`config.mk`:
```
export PLATFORM = sky130hd
export DESIGN_NAME = lcd_message_arbiter
export DESIGN_NICKNAME = d
export VERILOG_FILES = /design/src/rtl/lcd_message_arbiter.sv
export SDC_FILE = /design/constraint.sdc
export NUM_CORES = 1
export LEC_CHECK = 0
export ABC_AREA = 1
export CAP_MARGIN = 20
export CORE_MARGIN = 8
export CORE_UTILIZATION = 46
export CTS_CLUSTER_DIAMETER = 30
export DETAILED_ROUTE_END_ITERATION = 12
export PLACE_DENSITY = 0.73
export SETUP_SLACK_MARGIN = 0.5
export SLEW_MARGIN = 15
export SYNTH_ARGS = -nofsm -noshare
export SYNTH_HDL_FRONTEND = slang
export SYNTH_SLANG_ARGS = --single-unit
```
`constraint.sdc`:
```
create_clock -name clk -period 2.6 [get_ports clk]
set_input_delay 0.78 -clock clk [delete_from_list [all_inputs] [get_ports clk]]
set_output_delay 0.78 -clock clk [all_outputs]
set_load 0.02 [all_outputs]
```
`src/rtl/lcd_message_arbiter.sv`:
```
// Round-robin arbiter that picks one message requester at a time and sequences
// the LCD controller through a start strobe, a draw window and an on-screen
// hold period before accepting the next request.
module lcd_message_arbiter #(
    parameter int NUM_REQ      = 4,
    parameter int START_CYCLES = 1600000,
    parameter int DRAW_CYCLES  = 144000000,
    parameter int HOLD_CYCLES  = 100000000
) (
    input  logic                   clk,
    input  logic                   reset,
    input  logic [NUM_REQ-1:0]     req,
    input  logic [3*NUM_REQ-1:0]   msg_id,
    output logic [2:0]             message_select,
    output logic                   ready_o,
    output logic [NUM_REQ-1:0]     grant,
    output logic                   busy,
    output logic                   done
);

    localparam logic [1:0] IDLE  = 2'd0;
    localparam logic [1:0] START = 2'd1;
    localparam logic [1:0] DRAW  = 2'd2;
    localparam logic [1:0] HOLD  = 2'd3;

    localparam int MAX_SD = (START_CYCLES > DRAW_CYCLES) ? START_CYCLES : DRAW_CYCLES;
    localparam int MAX_C  = (MAX_SD > HOLD_CYCLES) ? MAX_SD : HOLD_CYCLES;
    localparam int CNT_W  = $clog2(MAX_C) + 1;
    localparam int PTR_W  = $clog2(NUM_REQ);

    localparam logic [CNT_W-1:0] START_LOAD = CNT_W'(START_CYCLES - 1);
    localparam logic [CNT_W-1:0] DRAW_LOAD  = CNT_W'(DRAW_CYCLES - 1);
    localparam logic [CNT_W-1:0] HOLD_LOAD  = CNT_W'(HOLD_CYCLES - 1);
    localparam logic [PTR_W:0]   NUM_REQ_W  = (PTR_W+1)'(NUM_REQ);
    localparam logic [PTR_W-1:0] LAST_IDX   = PTR_W'(NUM_REQ - 1);

    logic [1:0]       state;
    logic [CNT_W-1:0] cnt;
    logic [PTR_W-1:0] rr_ptr;

    logic             win_found;
    logic [PTR_W-1:0] win_idx;
    logic [PTR_W-1:0] next_ptr;
    logic [PTR_W:0]   probe;

    // Search upward from rr_ptr, wrapping at NUM_REQ-1, for the first active request.
    always_comb begin
        win_found = 1'b0;
        win_idx   = '0;
        probe     = '0;
        for (int k = 0; k < NUM_REQ; k++) begin
            probe = {1'b0, rr_ptr} + (PTR_W+1)'(k);
            if (probe >= NUM_REQ_W) begin
                probe = probe - NUM_REQ_W;
            end
            if (!win_found && req[probe[PTR_W-1:0]]) begin
                win_found = 1'b1;
                win_idx   = probe[PTR_W-1:0];
            end
        end
        next_ptr = (win_idx == LAST_IDX) ? '0 : win_idx + PTR_W'(1);
    end

    // Sequencer: one shared down-counter times START, DRAW and HOLD in turn.
    always_ff @(posedge clk) begin
        if (reset) begin
            state          <= IDLE;
            cnt            <= '0;
            rr_ptr         <= '0;
            grant          <= '0;
            message_select <= 3'b000;
        end else begin
            grant <= '0;
            case (state)
                IDLE: begin
                    if (win_found) begin
                        state          <= START;
                        cnt            <= START_LOAD;
                        grant          <= NUM_REQ'(1) << win_idx;
                        message_select <= msg_id[3*int'(win_idx) +: 3];
                        rr_ptr         <= next_ptr;
                    end
                end
                START: begin
                    if (cnt == '0) begin
                        state <= DRAW;
                        cnt   <= DRAW_LOAD;
                    end else begin
                        cnt <= cnt - CNT_W'(1);
                    end
                end
                DRAW: begin
                    if (cnt == '0) begin
                        state <= HOLD;
                        cnt   <= HOLD_LOAD;
                    end else begin
                        cnt <= cnt - CNT_W'(1);
                    end
                end
                HOLD: begin
                    if (cnt == '0) begin
                        state <= IDLE;
                    end else begin
                        cnt <= cnt - CNT_W'(1);
                    end
                end
                default: begin
                    state <= IDLE;
                end
            endcase
        end
    end

    // Status outputs decode directly from the state so they clear with it on reset.
    always_comb begin
        ready_o = (state == START);
        busy    = (state != IDLE);
        done    = (state == HOLD) && (cnt == '0);
    end

endmodule

```
# Word level (Yosys, flattened, before mapping)
# Cells that the tools add are included.
# classes
n_addsub	9
n_mul	1
div_mod_pow	0
n_lt_le_gt_ge	8
eq_ne	9
n_shift	2
n_mux	31
bitwise_logic	2
n_reduce_logical	14
# ops
op	count
two-way mux 29 bit	4
one-hot mux 29 bit (4 select lines)	1
zero test 29 bit	1
subtractor 29 x 1 -> 29 bit (second input constant)	1
two-way mux 2 bit	13
less-than comparator 2 x 3 -> 1 bit (second input constant)	4
indexed part select 12 x 5 -> 3 bit	1
greater-or-equal comparator 3 bit (second input constant)	3
binary-select mux 1 bit (select 2 bit)	4
two-way mux 1 bit	8
!= test 2 bit (second input constant)	4
one-hot mux 2 bit (4 select lines)	1
subtractor 2 x 1 -> 2 bit (second input constant)	4
adder 2 x 2 -> 3 bit (second input constant)	2
== test 2 bit (second input constant)	3
logical AND 1 bit	4
multiplier 2 x 2 -> 4 bit (first input constant)	1
AND reduction 2 bit	2
AND reduction 4 bit	1
<< shifter 1 x 2 -> 4 bit (first input constant)	1
adder 2 x 1 -> 3 bit (second input constant)	1
greater-or-equal comparator 2 x 3 -> 1 bit (second input constant)	1
zero test 1 bit	3
OR reduction 3 bit	1
6 further kinds	7
# word_totals
ff_bits	40
latchBits	0
ramBits	0
rom_bits	0
inputBits	18
output_inout_bits	10
word_cells	81
mem_count	0

# Logic depth before layout (Yosys ltp)
# Gate-level depths: netlist of the first run.
# logic_depth
ltp_word	16
ltp_mapped	15
mapped_depth_nobuf	14

# Least setup slack after synthesis of the first run
# OpenSTA, ideal clock, no wires.
# synth_path
path_type	flip-flop to output port
from	reg cnt[0]
to	out done
t_arrival_ps	1707
required_ps	1820
setup_slack_ps	113
path_stages_with_launch	11
n_path_buf	0
path_cell_list	dfxtp_1 > inv_1 > ha_1 > nand2_2 > nor2_4 > nand2_4 > nor2_1 > nand2_1 > nor2_1 > nand2_1 > nor3_1
# synth_via
elab_chain_cells	2
# synth_rtl
element	line_no	text
start: declaration	38	logic [CNT_W-1:0] cnt;
start signal: assignment	89	cnt <= cnt - CNT_W'(1);
start signal: assignment	97	cnt <= cnt - CNT_W'(1);
start signal: assignment	104	cnt <= cnt - CNT_W'(1);
zero test 29 bit	118	done = (state == HOLD) && (cnt == '0);
logical AND 1 bit	118	
end: declaration	18	output logic done
# Every way passes these cells.

# Worst setup path after layout of the first run
# Ends and elaborated chain as after synthesis.

==> results of run 1 <==
==> flip-flops by register name (all words and copies together) (netlist names), named ones only <==
| name | count |
|---|---|
| rr_ptr | 1 |
| cnt | 29 |
| state | 2 |
| message_select | 3 |
| grant | 4 |
==> worst max-delay path, delay by kind of cell, from the launching register on <==
family | cells | cell delay (ns)
and+or+nand+nor | 8 | 0.69
DFF | 1 | 0.33
adders and majority gates | 1 | 0.14
buffers and inverters | 2 | 0.20
==> metal layers <==
metal	vias up	wire length, um	GRT usage, %	part of all wire [%]
li1	1551	-	-	-
met1	1407	3722	23.46	45
met2	67	4092	31.34	49
met3	9	455	3.571	5.5
met4	0	71	3.901	0.85
met5	-	0	0	0
==> area by class of cell <==
cell class,count,share of cell area (%)
multi-input cells,332,50.15
flip-flops and latches,40,19.94
repair buffers,88,19.29
inverters,53,5.170
clock buffers,7,2.384
well taps,75,2.322
clock inverters,1,0.7430
==> cells in the final DEF (no fill, tap or decap), drive strengths merged <==
cell / instances
inv: 52
o211ai: 1
a21o: 1
nor3: 9
o21ai: 31
ha: 5
clkdlybuf4s15: 2
a21oi: 33
dfxtp: 40
a31oi: 1
bufinv: 1
o21bai: 1
clkinv: 1
xnor2: 7
clkdlybuf4s50: 20
xor2: 12
o31ai: 1
clkbuf: 9
nor3b: 1
buf: 62
dlygate4sd2: 2
nand2: 122
nor4: 1
nand3: 28
nor2: 73
nand4: 5
==> metrics by stage <==
stage / instances / instance area [um^2]
6_report: 596 / 4041
4_1_cts: 584 / 3754
2_1_floorplan: 432 / 2856
3_3_place_gp: 571 / 3502
3_5_place_dp: 571 / 3502
5_1_grt: 596 / 4041
==> logic make-up (layout without fill, tap and decap cells) <==
group | after synthesis | in the layout | synth area share, %
compound gates | 69 | 69 | 15.44
xor+xnor | 19 | 19 | 5.849
fa+ha+maj | 5 | 5 | 2.199
buf+inv | 61 | 149 | 9.147
flops | 40 | 40 | 28.14
simple gates | 238 | 239 | 39.23
==> power breakdown <==
| part | total (uW) | leakage [uW] | switching [uW] | internal, uW |
|---|---|---|---|---|
| combinational | 3350 | 0.00149 | 1960 | 1390 |
| sequential | 921 | 0.000330 | 131 | 791 |
| clock | 575 | 0.0000645 | 236 | 339 |
| total | 4850 | 0.00189 | 2330 | 2520 |
==> what timing repair did <==
action,in CTS,in global routing
buffers inserted,4,11
resized for setup,43,47
pin swaps,19,19
cloned,1,1
setup endpoints to repair,40,34
==> worst paths after layout <==
| check | endpoint | slack, ns | cells after the start |
|---|---|---|---|
| max | done | 0.15 | 11 |
| min | cnt[24] | 0.52 | 2 |
| max reg2reg | cnt[14] | 0.55 | 13 |
| min reg2reg | cnt[24] | 0.52 | 2 |
==> impl_table.tex, run 1 <==
\begin{tabular}{lr}
\hline
Metric & Value \\
\hline
\multicolumn{2}{l}{\textbf{Finish}} \\
Finished Core Util & 67.86\% \\
Area occupied by multi-input gates & 2027 um\^{}2 \\
Diodes inserted & 0 \\
Layout filler cell count & 494 \\
Fraction of layout cells with a size suffix above 1 & 33.97\% \\
Sequential Area & 805.8 um\^{}2 \\
Growth of design area from synthesis to finish & 42.04\% \\
Number of nets in the finished design & 543 \\
\multicolumn{2}{l}{\textbf{Setup path}} \\
Largest stage delay on the critical path & 0.33 ns \\
Worst setup SP type & flop \\
Worst setup path startpoint & cnt[0] \\
Cells along the critical path & inv\_2 > ha\_4 > nand2\_4 > nor2\_4 > nand2\_4 > nor2\_4 > nand2\_2 > nor2\_2 > nand2\_2 > nor3\_4 > buf\_6 \\
Maximum fanout along the worst path & 4 \\
CP arrival & 1.67 ns \\
Slowest stage cell, crit path & sky130\_fd\_sc\_hd\_\_dfxtp\_2 \\
Endpoint class of the critical path & output pin \\
Kind of critical path & flop to output pin \\
Launching point of the worst reg2reg path & cnt[0] \\
Data required time at the worst endpoint & 1.82 ns \\
\multicolumn{2}{l}{\textbf{STA}} \\
Worst hold-check slack & 0.5186 ns \\
Post-route clock skew & 0.009723 ns \\
Final hold violations & 0 \\
Tightest slew margin relative to the limit & 73.07\% \\
Post-Route Setup TNS & 0 ns \\
Slew Limit Fails & 0 \\
Least-Margin Pin Slew & 0.4025 ns \\
RSZ-0062 raised after global routing & yes \\
Timing-limited maximum frequency & 0.4083 GHz \\
Period Utilization, post-route & 94.20\% \\
Fin crit period & 2.449 ns \\
Final number of setup-violating endpoints & 0 \\
Worst setup slack after layout & 0.1508 ns \\
\multicolumn{2}{l}{\textbf{Floorplanning}} \\
Die width & 94.65 um \\
Floorplan core area & 5956 um\^{}2 \\
Number of primary I/O pins & 28 \\
Total Die Area & 8958 um\^{}2 \\
Height of the chip & 94.65 um \\
Initial core utilization & 47.77\% \\
Number of rows created at floorplan & 28 \\
\multicolumn{2}{l}{\textbf{CTS}} \\
H-tree levels & 2 \\
Clock tree from TritonCTS & done \\
TritonCTS Buffers & 5 \\
\# clock sinks & 40 \\
Clock latency on the worst-skew pair & 0.31 ns \\
Root Buffer Master & sky130\_fd\_sc\_hd\_\_clkbuf\_8 \\
Count of hold-fix buffers inserted at cts & 0 \\
CTS clk-pin slew, worst paths & 0.09 ns \\
Clk buf depth & 2 \\
\multicolumn{2}{l}{\textbf{Routing}} \\
Vias after detailed routing & 3034 \\
Routed vias/inst & 5.091 \\
Average wire per cell in the routed design & 13.99 um \\
DRC violations left & 0 \\
Detailed-router iteration count before antenna repair & 4 \\
DRT Wirelength & 8.341 mm \\
Antenna-violating nets left & 0 \\
Iteration-0 DRC count of the detailed router & 209 \\
\multicolumn{2}{l}{\textbf{Synthesis}} \\
Number of different library cells in the post-synthesis netlist & 36 \\
YS warnings & 0 \\
Library cell with the highest instance count after synthesis & sky130\_fd\_sc\_hd\_\_nand2\_1 \\
Commonest cells post-synth & sky130\_fd\_sc\_hd\_\_nand2\_1, sky130\_fd\_sc\_hd\_\_nor2\_1, sky130\_fd\_sc\_hd\_\_inv\_1 \\
Sequential-to-total area share from yosys stat & 28.14\% \\
Flop and latch count out of synthesis & 40 \\
Cell taking the most area after synthesis & sky130\_fd\_sc\_hd\_\_dfxtp\_1 \\
Top area cells in the synthesized netlist & sky130\_fd\_sc\_hd\_\_dfxtp\_1, sky130\_fd\_sc\_hd\_\_nand2\_1, sky130\_fd\_sc\_hd\_\_nor2\_1 \\
Number of flops mapped to enable cells by yosys & 0 \\
Share of Yosys cell area claimed by the top area cell type & 28.14\% \\
Ys flop type & sky130\_fd\_sc\_hd\_\_dfxtp\_1 \\
Share of flip-flops with an asynchronous set or reset & 0\% \\
Post-synthesis instance area & 2845 um\^{}2 \\
Count of mapped cells out of synthesis & 432 \\
Mean Syn Cell Area & 6.586 um\^{}2 \\
Number of nets in the synthesized netlist & 455 \\
\multicolumn{2}{l}{\textbf{Place}} \\
Half-perimeter wire length of the detailed placement result & 5.909 mm \\
Count of input and output buffers & 27 \\
Final RePlAce weighted congestion & 0.9353 \\
Worst Setup Slack post-DPL & -0.1392 ns \\
\multicolumn{2}{l}{\textbf{Pwr}} \\
Overall power after layout & 4847 uW \\
Peak VDD IR & 721.5 uV \\
Static power due to leakage & 0.001886 uW \\
Power per cell area & 1199 nW/um\^{}2 \\
\multicolumn{2}{l}{\textbf{Global routing}} \\
Grt total ovfl & 0 \\
Number of global-route vias before repair & 2847 \\
Maximum number of pins on one net before global-route repair & 19 \\
First-pass GRT wire length & 13.28 mm \\
Aggregate global-route resource usage & 18.41\% \\
Antenna violations before repair & 0 \\
\multicolumn{2}{l}{\textbf{Worst hold path}} \\
HP Class & flop to flop \\
Beginning of the worst hold path & cnt[24] \\
\multicolumn{2}{l}{\textbf{Run status}} \\
Status & completed \\
\multicolumn{2}{l}{\textbf{Job}} \\
Number of violations of the max-capacitance limit & 0 \\
\hline
\end{tabular}
Note: power is estimated with default switching activity, not from simulation.
==> inputs of run 2 (changes only) <==
--- a/config.mk
+++ b/config.mk
@@ -11,6 +11,7 @@
 export CORE_UTILIZATION = 46
 export CTS_CLUSTER_DIAMETER = 30
 export DETAILED_ROUTE_END_ITERATION = 12
+export GPL_TIMING_DRIVEN = 0
 export PLACE_DENSITY = 0.73
 export SETUP_SLACK_MARGIN = 0.5
 export SLEW_MARGIN = 15
==> impl_table.tex, run 2 (synthesis gave the netlist of run 1 again) <==
\begin{tabular}{lr}
\hline
Metric & Value \\
\hline
\multicolumn{2}{l}{\textbf{Global routing}} \\
Grt total ovfl & 0 \\
Aggregate global-route resource usage & 19.06\% \\
GRT Max-Usage Layer & met2 \\
Antenna violations before repair & 0 \\
Met2 layer usage reported by global route & 32.16\% \\
Met3 capacity usage during global routing & 4.127\% \\
Number of global-route vias before repair & 2958 \\
Maximum number of pins on one net before global-route repair & 13 \\
Met1 layer usage reported by global route & 23.30\% \\
First-pass GRT wire length & 13.89 mm \\
\multicolumn{2}{l}{\textbf{CTS}} \\
H-tree levels & 2 \\
Clock latency on the worst-skew pair & 0.30 ns \\
Count of hold-fix buffers inserted at cts & 0 \\
\# clock sinks & 40 \\
CTS clk-pin slew, worst paths & 0.09 ns \\
Clk buf depth & 2 \\
Root Buffer Master & sky130\_fd\_sc\_hd\_\_clkbuf\_8 \\
TritonCTS Buffers & 5 \\
Clock tree from TritonCTS & done \\
\multicolumn{2}{l}{\textbf{Routing}} \\
Detailed-router iteration count before antenna repair & 5 \\
Routed vias/inst & 5.280 \\
Average wire per cell in the routed design & 14.70 um \\
Iteration-0 DRC count of the detailed router & 273 \\
Antenna-violating nets left & 0 \\
Vias after detailed routing & 3020 \\
DRT Wirelength & 8.410 mm \\
DRC violations left & 0 \\
\multicolumn{2}{l}{\textbf{STA}} \\
Least-Margin Pin Slew & 0.8820 ns \\
Final number of setup-violating endpoints & 0 \\
Timing-limited maximum frequency & 0.3925 GHz \\
Slew Limit Fails & 0 \\
Worst hold-check slack & 0.5096 ns \\
RSZ-0062 raised after global routing & yes \\
Fin crit period & 2.547 ns \\
Tightest slew margin relative to the limit & 40.75\% \\
Worst setup slack after layout & 0.05254 ns \\
Final hold violations & 0 \\
Post-route clock skew & 0.009415 ns \\
Period Utilization, post-route & 97.98\% \\
\multicolumn{2}{l}{\textbf{Pwr}} \\
Static power due to leakage & 0.001765 uW \\
Overall power after layout & 4762 uW \\
Gate power share & 68.6\% \\
Peak VDD IR & 669.4 uV \\
Power per cell area & 1204 nW/um\^{}2 \\
Switching power total & 2387 uW \\
Part of the total power dissipated in the clock network & 10.8\% \\
Sequential fraction of design power & 20.6\% \\
P\_int & 2374 uW \\
Sw frac & 50.13\% \\
\multicolumn{2}{l}{\textbf{Setup path}} \\
Number of cell instances on the worst register-to-register path & 8 \\
Kind of critical path & flop to output pin \\
Reg2Reg Setup Slack & 0.16 ns \\
CP arrival & 1.77 ns \\
Maximum fanout along the worst path & 4 \\
Launching point of the worst reg2reg path & state[0] \\
Worst setup SP type & flop \\
Endpoint class of the critical path & output pin \\
RR Endpoint & cnt[27] \\
Data required time at the worst endpoint & 1.82 ns \\
\multicolumn{2}{l}{\textbf{Finish}} \\
Largest reg by FF count & cnt \\
Final instance area & 3954 um\^{}2 \\
Fraction of layout cells with a size suffix above 1 & 34.41\% \\
Layout filler cell count & 499 \\
Largest registers ranked by flip-flop count & cnt: 29 flops, grant: 4 flops, message\_select: 3 flops \\
Growth of design area from synthesis to finish & 38.96\% \\
Number of nets in the finished design & 519 \\
Diodes inserted & 0 \\
Leading cell type in the layout, fill and taps excluded & sky130\_fd\_sc\_hd\_\_nand2\_1 \\
Max FFs per register & 29 \\
Post-Layout Cell Count & 572 \\
Commonest non-fill, non-tap cells in the layout & sky130\_fd\_sc\_hd\_\_nand2\_1, sky130\_fd\_sc\_hd\_\_nor2\_1, sky130\_fd\_sc\_hd\_\_inv\_1, sky130\_fd\_sc\_hd\_\_dfxtp\_1, sky130\_fd\_sc\_hd\_\_nand2\_2 \\
\multicolumn{2}{l}{\textbf{Place}} \\
Final RePlAce weighted congestion & 0.8942 \\
Half-perimeter wire length of the detailed placement result & 5.520 mm \\
Placed inst area & 3221 um\^{}2 \\
Worst Setup Slack post-DPL & -0.3986 ns \\
Total placed cells including tap cells & 534 \\
Count of input and output buffers & 27 \\
\multicolumn{2}{l}{\textbf{Run status}} \\
Status & completed \\
\multicolumn{2}{l}{\textbf{Worst hold path}} \\
Beginning of the worst hold path & cnt[27] \\
Hold Crit Depth & 2 \\
Hold endpoint & cnt[27] \\
HP Class & flop to flop \\
\multicolumn{2}{l}{\textbf{Floorplanning}} \\
Number of rows created at floorplan & 28 \\
Floorplan core area & 5956 um\^{}2 \\
Die width & 94.65 um \\
Total Die Area & 8958 um\^{}2 \\
Height of the chip & 94.65 um \\
Number of primary I/O pins & 28 \\
Initial core utilization & 47.77\% \\
\multicolumn{2}{l}{\textbf{Job}} \\
Number of violations of the max-capacitance limit & 0 \\
\hline
\end{tabular}
run 2: cell count changes in the layout (fill, tap and decap cells not counted), moves of 4 or more:
cell,delta
sky130_fd_sc_hd__buf_4,-32
sky130_fd_sc_hd__nand3_1,-8
sky130_fd_sc_hd__clkbuf_1,+4
sky130_fd_sc_hd__dfxtp_1,-4
sky130_fd_sc_hd__nand3_2,+8
sky130_fd_sc_hd__buf_6,+4
run 2: critical path: stages, from the launching register on:
cell and delay (ns):
sky130_fd_sc_hd__dfxtp_4 0.36, sky130_fd_sc_hd__inv_4 0.05, sky130_fd_sc_hd__ha_4 0.14, sky130_fd_sc_hd__nand2_4 0.06, sky130_fd_sc_hd__nor2_4 0.12, sky130_fd_sc_hd__nand2_4 0.07, sky130_fd_sc_hd__nor2_4 0.13, sky130_fd_sc_hd__nand2_2 0.09
sky130_fd_sc_hd__nor2_4 0.11, sky130_fd_sc_hd__nand2_4 0.06, sky130_fd_sc_hd__nor3_4 0.13, sky130_fd_sc_hd__buf_6 0.14
run 2: timing repair:
item                                    4_1_cts  5_1_grt
resized for setup                            67       58
cloned                                        1        1
setup buffers                                18       10
endpoints found under the setup margin       43       38
pin swaps                                    17       21
run 2: area by class of cell:
class	instances	area (um^2)	area share, %
inverters	53	219.0	5.538
plain buffers	8	83.83	2.120
clock buffers	6	72.57	1.835
multi-input cells	331	2077	52.53
flip-flops and latches	40	813.3	20.57
clock inverters	2	35.03	0.8861
repair buffers	57	559.3	14.15
well taps	75	93.84	2.373
run 2: worst max path at each step:
stage                end  depth (start not counted)  startpoint  slack, ns
detailed placement  done                         11      cnt[0]      -0.40
global placement    done                         11      cnt[0]      -0.41
floorplan           done                         10      cnt[0]       0.33
CTS                 done                         11      cnt[0]      -0.01
global route        done                         10      cnt[2]      -0.03
finish              done                         11      cnt[0]       0.05
run 2: through the flow:
stage / utilization, % / setup TNS, ns
6_report: 66.39 / 0
5_1_grt: 66.39 / -0.02581
4_1_cts: 61.49 / -0.01097
3_5_place_dp: 54.08 / -0.5638
3_3_place_gp: 54.08 / -0.4142
2_1_floorplan: - / 0
run 2: power by group through the flow:
stage          combinational (uW)  sequential, uW  clock [uW]
6_report                     3270             980         514
5_1_grt                      3560            1000         541
4_1_cts                      2780             963         524
3_5_place_dp                 2270             973           0
3_3_place_gp                 2240             965           0
2_1_floorplan                1720             978           0
run 2: metal layers:
layer	share of wire (%)	vias up
li1	-	1509
met3	6.3	16
met2	49	106
met4	2.0	0
met1	43	1389
met5	0	-
==> inputs of run 3 (changes only) <==
--- a/config.mk
+++ b/config.mk
@@ -7,12 +7,12 @@
 export LEC_CHECK = 0
 export ABC_AREA = 1
 export CAP_MARGIN = 20
-export CORE_MARGIN = 8
-export CORE_UTILIZATION = 46
+export CORE_MARGIN = 4
+export CORE_UTILIZATION = 50
 export CTS_CLUSTER_DIAMETER = 30
 export DETAILED_ROUTE_END_ITERATION = 12
 export GPL_TIMING_DRIVEN = 0
-export PLACE_DENSITY = 0.73
+export PLACE_DENSITY = 0.77
 export SETUP_SLACK_MARGIN = 0.5
 export SLEW_MARGIN = 15
 export SYNTH_ARGS = -nofsm -noshare
==> impl_table.tex, run 3 (synthesis gave the netlist of run 1 again) <==
\begin{tabular}{lr}
\hline
Metric & Value \\
\hline
\multicolumn{2}{l}{\textbf{Run status}} \\
Status & completed \\
\multicolumn{2}{l}{\textbf{Place}} \\
Final RePlAce weighted congestion & 1.011 \\
Placed inst area & 3217 um\^{}2 \\
Count of input and output buffers & 27 \\
Total placed cells including tap cells & 531 \\
Half-perimeter wire length of the detailed placement result & 5.429 mm \\
\multicolumn{2}{l}{\textbf{Routing}} \\
Antenna-violating nets left & 0 \\
Detailed-router iteration count before antenna repair & 5 \\
Routed vias/inst & 5.542 \\
Vias after detailed routing & 3198 \\
DRC violations left & 0 \\
Iteration-0 DRC count of the detailed router & 262 \\
DRT Wirelength & 9.097 mm \\
Average wire per cell in the routed design & 15.77 um \\
\multicolumn{2}{l}{\textbf{Floorplanning}} \\
Die width & 83.44 um \\
Height of the chip & 83.44 um \\
Floorplan core area & 5507 um\^{}2 \\
Number of primary I/O pins & 28 \\
Total Die Area & 6961 um\^{}2 \\
Initial core utilization & 51.67\% \\
Number of rows created at floorplan & 27 \\
\multicolumn{2}{l}{\textbf{Setup path}} \\
Data required time at the worst endpoint & 1.82 ns \\
Largest stage delay on the critical path & 0.36 ns \\
Cells along the critical path & nor2\_2 > inv\_2 > nor2\_4 > inv\_2 > nor2\_4 > nand2\_2 > nor2\_2 > nand2\_2 > nor3\_4 > buf\_6 \\
Worst setup SP type & flop \\
Endpoint class of the critical path & output pin \\
Slowest stage cell, crit path & sky130\_fd\_sc\_hd\_\_dfxtp\_1 \\
CP arrival & 1.77 ns \\
Kind of critical path & flop to output pin \\
Number of cell instances on the worst register-to-register path & 19 \\
Maximum fanout along the worst path & 4 \\
\multicolumn{2}{l}{\textbf{Worst hold path}} \\
HP Class & flop to flop \\
Hold Crit Depth & 2 \\
\multicolumn{2}{l}{\textbf{Finish}} \\
Final instance area & 3928 um\^{}2 \\
Largest reg by FF count & cnt \\
Post-Layout Cell Count & 577 \\
Growth of design area from synthesis to finish & 38.04\% \\
Commonest non-fill, non-tap cells in the layout & sky130\_fd\_sc\_hd\_\_nand2\_1, sky130\_fd\_sc\_hd\_\_nor2\_1, sky130\_fd\_sc\_hd\_\_inv\_1, sky130\_fd\_sc\_hd\_\_dfxtp\_1, sky130\_fd\_sc\_hd\_\_nand2\_2 \\
Finished Core Util & 71.32\% \\
Number of nets in the finished design & 527 \\
Max FFs per register & 29 \\
Diodes inserted & 0 \\
Leading cell type in the layout, fill and taps excluded & sky130\_fd\_sc\_hd\_\_nand2\_1 \\
Largest registers ranked by flip-flop count & cnt: 29 flops, grant: 4 flops, message\_select: 3 flops \\
Fraction of layout cells with a size suffix above 1 & 34.65\% \\
\multicolumn{2}{l}{\textbf{Pwr}} \\
Power per cell area & 1200 nW/um\^{}2 \\
Switching power total & 2400 uW \\
Sequential fraction of design power & 21.0\% \\
Peak VDD IR & 733.7 uV \\
Part of the total power dissipated in the clock network & 11.2\% \\
Static power due to leakage & 0.001795 uW \\
P\_int & 2314 uW \\
Gate power share & 67.8\% \\
Sw frac & 50.92\% \\
Overall power after layout & 4714 uW \\
\multicolumn{2}{l}{\textbf{CTS}} \\
Root Buffer Master & sky130\_fd\_sc\_hd\_\_clkbuf\_8 \\
H-tree levels & 2 \\
Clk buf depth & 2 \\
Clock tree from TritonCTS & done \\
TritonCTS Buffers & 5 \\
\# clock sinks & 40 \\
CTS clk-pin slew, worst paths & 0.09 ns \\
Clock latency on the worst-skew pair & 0.31 ns \\
\multicolumn{2}{l}{\textbf{STA}} \\
Slew Limit Fails & 0 \\
Final hold violations & 0 \\
Worst hold-check slack & 0.5161 ns \\
Final number of setup-violating endpoints & 0 \\
Post-route clock skew & 0.01256 ns \\
Least-Margin Pin Slew & 0.7717 ns \\
Period Utilization, post-route & 98.16\% \\
RSZ-0062 raised after global routing & yes \\
Tightest slew margin relative to the limit & 48.55\% \\
Timing-limited maximum frequency & 0.3918 GHz \\
Fin crit period & 2.552 ns \\
\multicolumn{2}{l}{\textbf{Global routing}} \\
GRT Max-Usage Layer & met2 \\
Antenna violations before repair & 0 \\
Number of global-route vias before repair & 2874 \\
Met3 capacity usage during global routing & 4.266\% \\
Met1 layer usage reported by global route & 29.88\% \\
Met2 layer usage reported by global route & 41.47\% \\
First-pass GRT wire length & 13.81 mm \\
Grt total ovfl & 0 \\
Aggregate global-route resource usage & 24.18\% \\
Maximum number of pins on one net before global-route repair & 14 \\
\multicolumn{2}{l}{\textbf{Job}} \\
Number of violations of the max-capacitance limit & 0 \\
\hline
\end{tabular}
-- run 3: changes by cell type in the layout (fill, tap and decap cells not counted), moves of 2 or more --
cell | before | now
sky130_fd_sc_hd__buf_12 | 4 | 1
sky130_fd_sc_hd__nand2_2 | 27 | 29
sky130_fd_sc_hd__nor3_1 | 7 | 5
sky130_fd_sc_hd__buf_6 | 7 | 14
sky130_fd_sc_hd__buf_4 | 23 | 27
sky130_fd_sc_hd__nand3_1 | 14 | 21
sky130_fd_sc_hd__nand2_8 | 2 | 0
sky130_fd_sc_hd__nand3_2 | 12 | 7
sky130_fd_sc_hd__nor3_2 | 1 | 3
sky130_fd_sc_hd__nand3_4 | 2 | 0
-- run 3: final cells by class --
cell class / count / area, um^2
multi-input combinational: 331 / 2019
fill: 397 / 1579
sequential: 40 / 812.0
timing repair buffer: 65 / 605.6
inverter: 53 / 214.0
tap: 72 / 90.09
buffer: 8 / 75.07
clock buffer: 5 / 68.82
clock inverter: 3 / 42.54
-- run 3: power groups by stage --
stage          logic (uW)  clock network, uW  registers, uW
4_1_cts              2640                530            963
5_1_grt              3450                562           1010
6_report             3200                528            990
3_5_place_dp         2280                  0            971
3_3_place_gp         2240                  0            964
2_1_floorplan        1720                  0            978
-- run 3: per-layer routing --
layer	vias up	part of all wire (%)
met5	-	0
met1	1495	41
met4	0	3.4
li1	1524	-
met2	143	49
met3	36	6.3
-- run 3: worst max-delay path, delay by kind of cell, from the launching register on --
family                 cells  cell delay, ns
DFF                        1            0.36
and+or+nand+nor            7            0.83
buffers and inverters      3            0.29
-- run 3: what timing repair did --
item,CTS,global route
setup buffers,25,12
gates resized for setup,67,51
endpoints found under the hold margin,0,0
pin swaps,15,25
setup endpoints to repair,42,38
cloned,0,1
hold buffers,0,0
-- run 3: path summary, 6_finish.rpt --
kind,from,endpoint,slack [ns]
worst max-delay path,cnt[8],done,0.05
worst min-delay path,cnt[27],cnt[27],0.52
worst max register to register,cnt[8],cnt[20],0.14
worst min register to register,cnt[27],cnt[27],0.52
-- run 3: per-stage QoR --
step                setup slack [ns]   TNS, ns
finish                       0.04796         0
CTS                         -0.02852  -0.02852
global route                -0.01266  -0.01266
floorplan                     0.3280         0
detailed placement           -0.4146   -0.5339
global placement             -0.4070   -0.4182
